File: config.mk
export PLATFORM = sky130hd
export DESIGN_NAME = mem_port_arbiter
export DESIGN_NICKNAME = d
export VERILOG_FILES = /design/src/rtl/swt16_pkg.sv /design/src/rtl/arb_sat_counter.sv /design/src/rtl/mem_port_arbiter.sv
export SDC_FILE = /design/constraint.sdc
export NUM_CORES = 1
export LEC_CHECK = 0
export BUFFER_PORTS_ARGS = -buffer_cell sky130_fd_sc_hd__clkbuf_2
export CAP_MARGIN = 5
export CORE_MARGIN = 8
export CORE_UTILIZATION = 28
export DETAILED_ROUTE_END_ITERATION = 10
export HOLD_SLACK_MARGIN = 0.02
export PLACE_DENSITY = 0.81
export SLEW_MARGIN = 5
export SYNTH_ARGS = -nofsm -noshare
export SYNTH_HDL_FRONTEND = slang
export SYNTH_SLANG_ARGS = --single-unit
File: constraint.sdc
create_clock -name clock -period 2.2 [get_ports clock]
set_clock_uncertainty 0.2 [all_clocks]
set_input_delay 0.22 -clock clock [delete_from_list [all_inputs] [get_ports clock]]
set_output_delay 0.22 -clock clock [all_outputs]
set_load 0.005 [all_outputs]
File: src/rtl/swt16_pkg.sv
// Shared swt16 definitions: arbiter FSM encoding, read latency and default
// memory geometry used by the arbiter and the top level.
package swt16_pkg;

  localparam int unsigned DEF_ADDR_WIDTH = 12;
  localparam int unsigned DEF_WORD_WIDTH = 16;
  localparam int unsigned ARB_LAT        = 1;

  typedef enum logic [0:0] {
    ARB_NORMAL  = 1'b0,
    ARB_IF_PRIO = 1'b1
  } arb_state_e;

endpackage

File: src/rtl/arb_sat_counter.sv
// Saturating up-counter with synchronous active-low reset and synchronous clear.
module arb_sat_counter #(
  parameter int unsigned WIDTH = 4
) (
  input  logic             clk,
  input  logic             rst_n,
  input  logic             inc,
  input  logic             clr,
  output logic [WIDTH-1:0] count
);

  always_ff @(posedge clk) begin
    if (!rst_n) begin
      count <= '0;
    end else if (clr) begin
      count <= '0;
    end else if (inc && (count != {WIDTH{1'b1}})) begin
      count <= count + WIDTH'(1);
    end
  end

endmodule

File: src/rtl/mem_port_arbiter.sv
// Fetch/data arbiter for the shared single-port memory with a fetch starvation guard.
// Optional activity counters are built when SWT16_ARB_STATS_EN is defined.
module mem_port_arbiter
  import swt16_pkg::*;
#(
  parameter int unsigned ADDR_WIDTH       = DEF_ADDR_WIDTH,
  parameter int unsigned WORD_WIDTH       = DEF_WORD_WIDTH,
  parameter int unsigned MAX_STARVE       = 4,
  parameter int unsigned STARVE_CNT_WIDTH = 4
) (
  input  logic                  clock,
  input  logic                  reset,
  input  logic                  in_flush,
  input  logic                  in_if_req,
  input  logic [ADDR_WIDTH-1:0] in_if_addr,
  output logic                  out_if_gnt,
  output logic                  out_if_rvalid,
  output logic [WORD_WIDTH-1:0] out_if_rdata,
  input  logic                  in_mem_req,
  input  logic                  in_mem_we,
  input  logic [ADDR_WIDTH-1:0] in_mem_addr,
  input  logic [WORD_WIDTH-1:0] in_mem_wdata,
  output logic                  out_mem_gnt,
  output logic                  out_mem_rvalid,
  output logic [WORD_WIDTH-1:0] out_mem_rdata,
  output logic                  out_ram_en,
  output logic                  out_ram_we,
  output logic [ADDR_WIDTH-1:0] out_ram_addr,
  output logic [WORD_WIDTH-1:0] out_ram_wdata,
`ifdef SWT16_ARB_STATS_EN
  output logic [15:0]           out_conflict_cnt,
  output logic [15:0]           out_forced_cnt,
`endif
  input  logic [WORD_WIDTH-1:0] in_ram_rdata
);

  arb_state_e                  state;
  arb_state_e                  state_next;
  logic                        if_gnt;
  logic                        mem_gnt;
  logic                        pend_if;
  logic                        pend_mem;
  logic [STARVE_CNT_WIDTH-1:0] starve_cnt;

  // State register
  always_ff @(posedge clock) begin
    if (!reset) begin
      state <= ARB_NORMAL;
    end else begin
      state <= state_next;
    end
  end

  // Grant selection and next state; nothing is granted while reset is held
  always_comb begin
    state_next = state;
    if_gnt     = 1'b0;
    mem_gnt    = 1'b0;
    if (reset) begin
      case (state)
        ARB_NORMAL: begin
          if (in_mem_req) begin
            mem_gnt = 1'b1;
          end else if (in_if_req) begin
            if_gnt = 1'b1;
          end
          if (in_mem_req && in_if_req &&
              (starve_cnt == STARVE_CNT_WIDTH'(MAX_STARVE - 1))) begin
            state_next = ARB_IF_PRIO;
          end
        end
        ARB_IF_PRIO: begin
          if (in_if_req) begin
            if_gnt = 1'b1;
          end else if (in_mem_req) begin
            mem_gnt = 1'b1;
          end
          if (if_gnt || !in_if_req) begin
            state_next = ARB_NORMAL;
          end
        end
        default: state_next = ARB_NORMAL;
      endcase
    end
  end

  arb_sat_counter #(.WIDTH(STARVE_CNT_WIDTH)) u_starve_cnt (
    .clk   (clock),
    .rst_n (reset),
    .inc   (in_if_req & ~if_gnt),
    .clr   (if_gnt | ~in_if_req),
    .count (starve_cnt)
  );

  // Read-return tracking; a flush drops the fetch return scheduled for next cycle
  always_ff @(posedge clock) begin
    if (!reset) begin
      pend_if  <= 1'b0;
      pend_mem <= 1'b0;
    end else begin
      pend_if  <= if_gnt & ~in_flush;
      pend_mem <= mem_gnt & ~in_mem_we;
    end
  end

  assign out_if_gnt     = if_gnt;
  assign out_mem_gnt    = mem_gnt;
  assign out_ram_en     = if_gnt | mem_gnt;
  assign out_ram_we     = mem_gnt & in_mem_we;
  assign out_ram_addr   = mem_gnt ? in_mem_addr : (if_gnt ? in_if_addr : '0);
  assign out_ram_wdata  = (mem_gnt && in_mem_we) ? in_mem_wdata : '0;

  assign out_if_rvalid  = pend_if & reset;
  assign out_mem_rvalid = pend_mem & reset;
  assign out_if_rdata   = out_if_rvalid  ? in_ram_rdata : '0;
  assign out_mem_rdata  = out_mem_rvalid ? in_ram_rdata : '0;

`ifdef SWT16_ARB_STATS_EN
  arb_sat_counter #(.WIDTH(16)) u_conflict_cnt (
    .clk   (clock),
    .rst_n (reset),
    .inc   (in_if_req & in_mem_req),
    .clr   (1'b0),
    .count (out_conflict_cnt)
  );

  arb_sat_counter #(.WIDTH(16)) u_forced_cnt (
    .clk   (clock),
    .rst_n (reset),
    .inc   (if_gnt & (state == ARB_IF_PRIO)),
    .clr   (1'b0),
    .count (out_forced_cnt)
  );
`endif

endmodule

==> Yosys cells after proc, flatten, opt, wreduce, memory -nomap -nowiden <==
Index checks and enable logic that the tools add are counted.
{ "word_totals": {"regBits": 7, "output_inout_bits": 66} }
{ "classes": {"addsub": 1, "eq_ne": 2, "mux": 18, "bitwise": 14, "n_reduce_logical": 7} }
{ "ops": {"columns": ["op", "count"], "rows": [
  ["$mux W16", 3],
  ["$mux W12", 2],
  ["$mux W1", 10],
  ["$and A1 B1 Y1", 6],
  ["$not A1 Y1", 6],
  ["$pmux W1 S2", 3],
  ["$add A4 B1 Y4 const B", 1],
  ["$eq A4 B2 Y1 const B", 1],
  ["$logic_and A1 B1 Y1", 4],
  ["$ne A4 B4 Y1 const B", 1],
  ["$or A1 B1 Y1", 2],
  ["$reduce_or A2 Y1", 1],
  ["$logic_not A1 Y1", 1],
  ["$logic_or A1 B1 Y1", 1]
]} }

==> Longest topological paths before layout <==
{ "depth": {"word_depth": 8, "depth_mapped": 5, "mapped_depth_nobuf": 5} }

==> Cells and area by module <==
From an unflattened synthesis, not the netlist that was laid out.
{ "unflattened": {"hier_cells": 111, "area_unflattened_um2": 840.8} }
{ "by_module_without_submodules": {"columns": ["mod", "n_inst", "cells_per_inst", "area_per_inst_um2", "seq_area_each_um2"], "rows": [
  ["mem_port_arbiter", 1, 90, 649.4, 60.1],
  ["arb_sat_counter", 1, 21, 191.4, 80.1]
]} }

==> Least setup slack after synthesis <==
No wires, ideal clock.
{ "synth_timing": {"path_kind": "reg-to-reg", "start": "reg u_starve_cnt.count[0]", "end": "reg u_starve_cnt.count[3]", "setup_time_ns": 0.072, "arrival_time_ns": 1.420, "slack_ns": 0.508, "stages_incl_launch_ff": 6, "path_buffers": 0, "synth_period_minus_slack_ns": 1.692, "path_cell_list": "dfxtp_1 -> ha_1 -> and3_1 -> a211o_1 -> or3_1 -> a21oi_1"} }
{ "synth_via": {"elab_chain_cells": 2, "word_cells_on_any_way": 3} }
{ "synth_rtl": {"columns": ["item", "line_no", "text"], "rows": [
  ["start: declaration", "arb_sat_counter.sv:9", "output logic [WIDTH-1:0] count"],
  ["start signal: assignment", "arb_sat_counter.sv:18", "count <= count + WIDTH'(1);"],
  ["branches (longest 2 deep; another with $add A4 B1 Y4)", null, null]
]} }
Parallel ways; which one is timed is not known.
A chain may end at the register's enable or synchronous reset.

==> Worst setup path in the final report <==
{ "layout_timing": {"start": "reg state", "end": "out out_ram_addr[1]"} }
{ "layout_via": {"elab_chain_cells": 5, "word_cells_on_any_way": 7} }
{ "layout_rtl": {"columns": ["item", "line_no", "text"], "rows": [
  ["start: declaration", "mem_port_arbiter.sv:37", "arb_state_e state;"],
  ["start signal: assignment", "mem_port_arbiter.sv:50", "state <= state_next;"],
  ["$not A1 Y1", null, null],
  ["$pmux W1 S2", "mem_port_arbiter.sv:60", "case (state)"],
  ["$mux W1", "mem_port_arbiter.sv:59", "if (reset) begin"],
  ["$mux W12", "mem_port_arbiter.sv:110", "assign out_ram_addr = mem_gnt ? in_mem_addr : (if_gnt ? in_if_addr : '0);"],
  ["$mux W12 *", "mem_port_arbiter.sv:110", null],
  ["end: declaration", "mem_port_arbiter.sv:28", "output logic [ADDR_WIDTH-1:0] out_ram_addr,"]
]} }
Mark *: on every way between the ends. The rest lies on a longest branch, timed or not.

==> metrics.md <==
| Metric | Value |
|---|---|
| Power share of the clock group | between 20% and 30% |
| DIE AREA | between 4000 and 5000 um2 |
| DR DRC count | 0 |
| Hold WS | ~0.11 ns |
| Complex-gate fraction of the synthesized area | around a fifth |
| Root Buffer | clkbuf_4 |
| RSZ-0062 raised after global routing | false |
| Register area | ~140 um2 |
| CTS H-tree depth | 1 |
| Fmax | around 550 MHz |
| FF-to-FF Start | u_starve_cnt.count[0] |
| Synthesized instance count | 110 |
| Syn Area/Cell | 7.12 um2 |
| Static Leakage | 1.05 nW |
| Largest net degree at the start of global routing | 37 |
| Layout cell share with drive strength beyond 1 | between 50 and 60% |
| Netlist cell types | 24 |
| Post-synthesis mux area share | 0% |
| Final period util | a little over four fifths |
| Element type at the critical path start | flip-flop |
| WP data required | around 1.8 ns |
| Ant. Diodes | 0 |
| 1st-iter DRT viols | 22 |
| Main combinational cell family by area after synthesis | simple AND/OR/NAND/NOR gates |
| Worst Tran Pin Value | between 0.4 and 0.5 ns |
| Ys Warns | 0 |
| Footprint of the multi-input gates | just under 600 um2 |
| Initial antenna violation count | 0 |
| Endpoints failing hold | 0 |
| Most frequent cells in the layout | clkbuf_2 (127), and3_1 (49), a22o_1 (12) |
| Sequential fraction of design power | 33.2% |
| Vias in the first global route | around 1,200 |
| Aggregate global routing overflow | 0 |
| CTS tree | yes |
| Via density | 4.92 |
| Routed via count | 1,294 |
| Top sig layer | met4 |
| Die H | a little under 70 um |
| Sequential fraction of the synthesis area | between 10% and 20% |
| Num CTS Buffers | 3 |
| Post-synth top area cell | and3_1 |
| Top cells by area, synth | and3_1 (39%), dfxtp_1 (18%), a22o_1 (13%), clkbuf_1 (4.8%), and2_1 (2.4%) |
| Sw frac | ~30% |
| Synth Area in Simple Gates | a little over half |
| VDD IR max | 311 uV |
| Total negative slack | 0 ns |
| Starting density of the core | a little under 30% |
| Final Routed Wirelength | approximately 3700 um |
| Cells on Worst Hold Path | 2 |
| Area growth, synth to finish | 86.7% |
| Metal2 WL | 1650 um |
| Slowest-stage cell, CP | dfxtp_1 |
| Antenna Nets Post-Route | 0 |
| Post-Synth XOR/XNOR Area | between 1 and 1.5% |
| Fin. max-slew vios | 0 |
| Die width | 68.9 um |
| M1 wire length | approximately 1400 um |
| CP max FO | 14 |
| FILL cells | 266 |
| Cell Pwr Density | approximately 280 nW/um2 |
| HP Start | in_mem_we |
| I/O Pins | about 130 |
| Sequence of cells on the critical path | nand2b_1 -> and3_2 -> a22o_1 -> clkbuf_2 |
| Combinational power share | between 30% and 40% |
| Final GP Congestion | ~0.81 |
| Routed len/inst | around 14 um |
| CP peak stage delay | ~0.35 ns |
| # rows | 19 |
| Max-cap check violation count | 0 |
| Crit. Startpoint | state |
| DP HPWL | roughly 3200 um |
| Cell Area, Synth | slightly below 800 um2 |
| CP Class | flip-flop to output pin |
| Status | finished clean |
| Internal power | roughly 280 uW |
| Worst min path class | input pin to flip-flop |
| Worst reg-to-reg path cell count | 5 |
| Met3 wire len | 671 um |
| Clock Latency Late Sink | 0.25 ns |
| Adder-cell share of the synthesized area | ~1.6% |
| DRT Pass-1 Iters | 4 |
| Net Sw Power | 119 uW |
| Core area | between 2000 and 3000 um2 |
| Max-slew headroom | 70.3% |
| Most common cell after layout, fill and taps aside | clkbuf_2 |
| Clk sinks | 7 |
| Clk buf depth | 2 |
| Reg clk slew, reported paths | ~0.050 ns |
| Port bufs | 127 |
| Endpoints failing setup | 0 |
| GRT Total Usage | between 10% and 20% |
| Fin crit period | ~1.8 ns |
| Register bit total from synthesis | 7 |
| Nets | approximately 300 |
| Synthesized net count | about 170 |
| Top cell type's share of synthesized area | about two fifths |
| Data arrival, critical path | between 1 and 1.5 ns |
| First-pass GRT wire length | 5280 um |
| CP Capture Type | output pin |
power groups by stage:
stage          sequential, mW  clock (mW)  combinational, mW
2_1_floorplan           0.133           0             0.0595
3_3_place_gp            0.136           0              0.151
3_5_place_dp            0.136           0              0.153
4_1_cts                 0.133       0.123              0.156
5_1_grt                 0.134       0.134              0.170
6_report                0.134       0.116              0.153
path summary, 6_finish.rpt:
check                           to  slack [ns]
min                       pend_mem        0.11
min reg2reg                  state        0.30
max                out_ram_addr[1]        0.37
max reg2reg  u_starve_cnt.count[3]        0.44
critical path: cells and delay by family, from the launching register on:
family / cells / cell delay, ns
AOI/OAI and AO/OA: 1 / 0.19
and+or+nand+nor: 2 / 0.51
DFF: 1 / 0.35
buffers and inverters: 1 / 0.12
per-stage QoR:
| stage | instances | worst slack, ns | utilization [%] | area, um2 | power (mW) |
|---|---|---|---|---|---|
| 3_5_place_dp | 258 | 0.453 | 52.6 | 1430 | 0.290 |
| 5_1_grt | 263 | 0.250 | 54.0 | 1460 | 0.438 |
| 2_1_floorplan | 110 | 0.508 | - | 783 | 0.193 |
| 4_1_cts | 263 | 0.334 | 54.0 | 1460 | 0.412 |
| 6_report | 263 | 0.368 | 54.0 | 1460 | 0.402 |
| 3_3_place_gp | 258 | 0.472 | 52.6 | 1430 | 0.287 |
area by class of cell:
cell class                      count  area share, %
Tap cell                           31           2.65
Clock buffer                        4           1.80
Sequential cell                     7           9.58
Timing Repair Buffer              130           45.2
Inverter                            2          0.513
Multi-Input combinational cell     89           40.3
cell usage after synthesis:
master / number
a211oi_1: 1
nor2_1: 2
inv_1: 2
buf_2: 1
a211o_1: 1
nor4b_1: 1
a22o_1: 12
o21ai_0: 2
o21a_1: 1
ha_1: 1
nor2b_1: 3
or3_1: 1
nand2b_1: 1
a21oi_1: 3
clkbuf_1: 10
and2_1: 3
buf_4: 1
nand3_1: 2
xor2_1: 1
nand4b_1: 1
and3_2: 1
nand2_1: 3
and3_1: 49
dfxtp_1: 7
sequential cells by signal (all words and copies together) (netlist names):
| signal | cells |
|---|---|
| pend_if | 1 |
| pend_mem | 1 |
| state | 1 |
| u_starve_cnt.count | 4 |
cell families (layout without fill, tap and decap cells):
family,after synthesis,count (layout)
simple gates,67,67
compound gates,20,20
buf+inv,14,136
flops,7,7
fa+ha+maj,1,1
xor+xnor,1,1
routing by layer:
metal,up-vias,GRT usage (%)
met3,4,7.59
li1,656,-
met1,547,14.0
met4,0,5.26
met5,-,0
met2,87,25.3
what timing repair did:
item                                   in CTS  in global routing
setup buffers                               0                  0
gates resized for setup                     0                  0
endpoints found under the hold margin       1                  0
setup endpoints to repair                   0                  0
hold buffers                                1                  0
No activity file was read; power rests on OpenSTA's default activity.
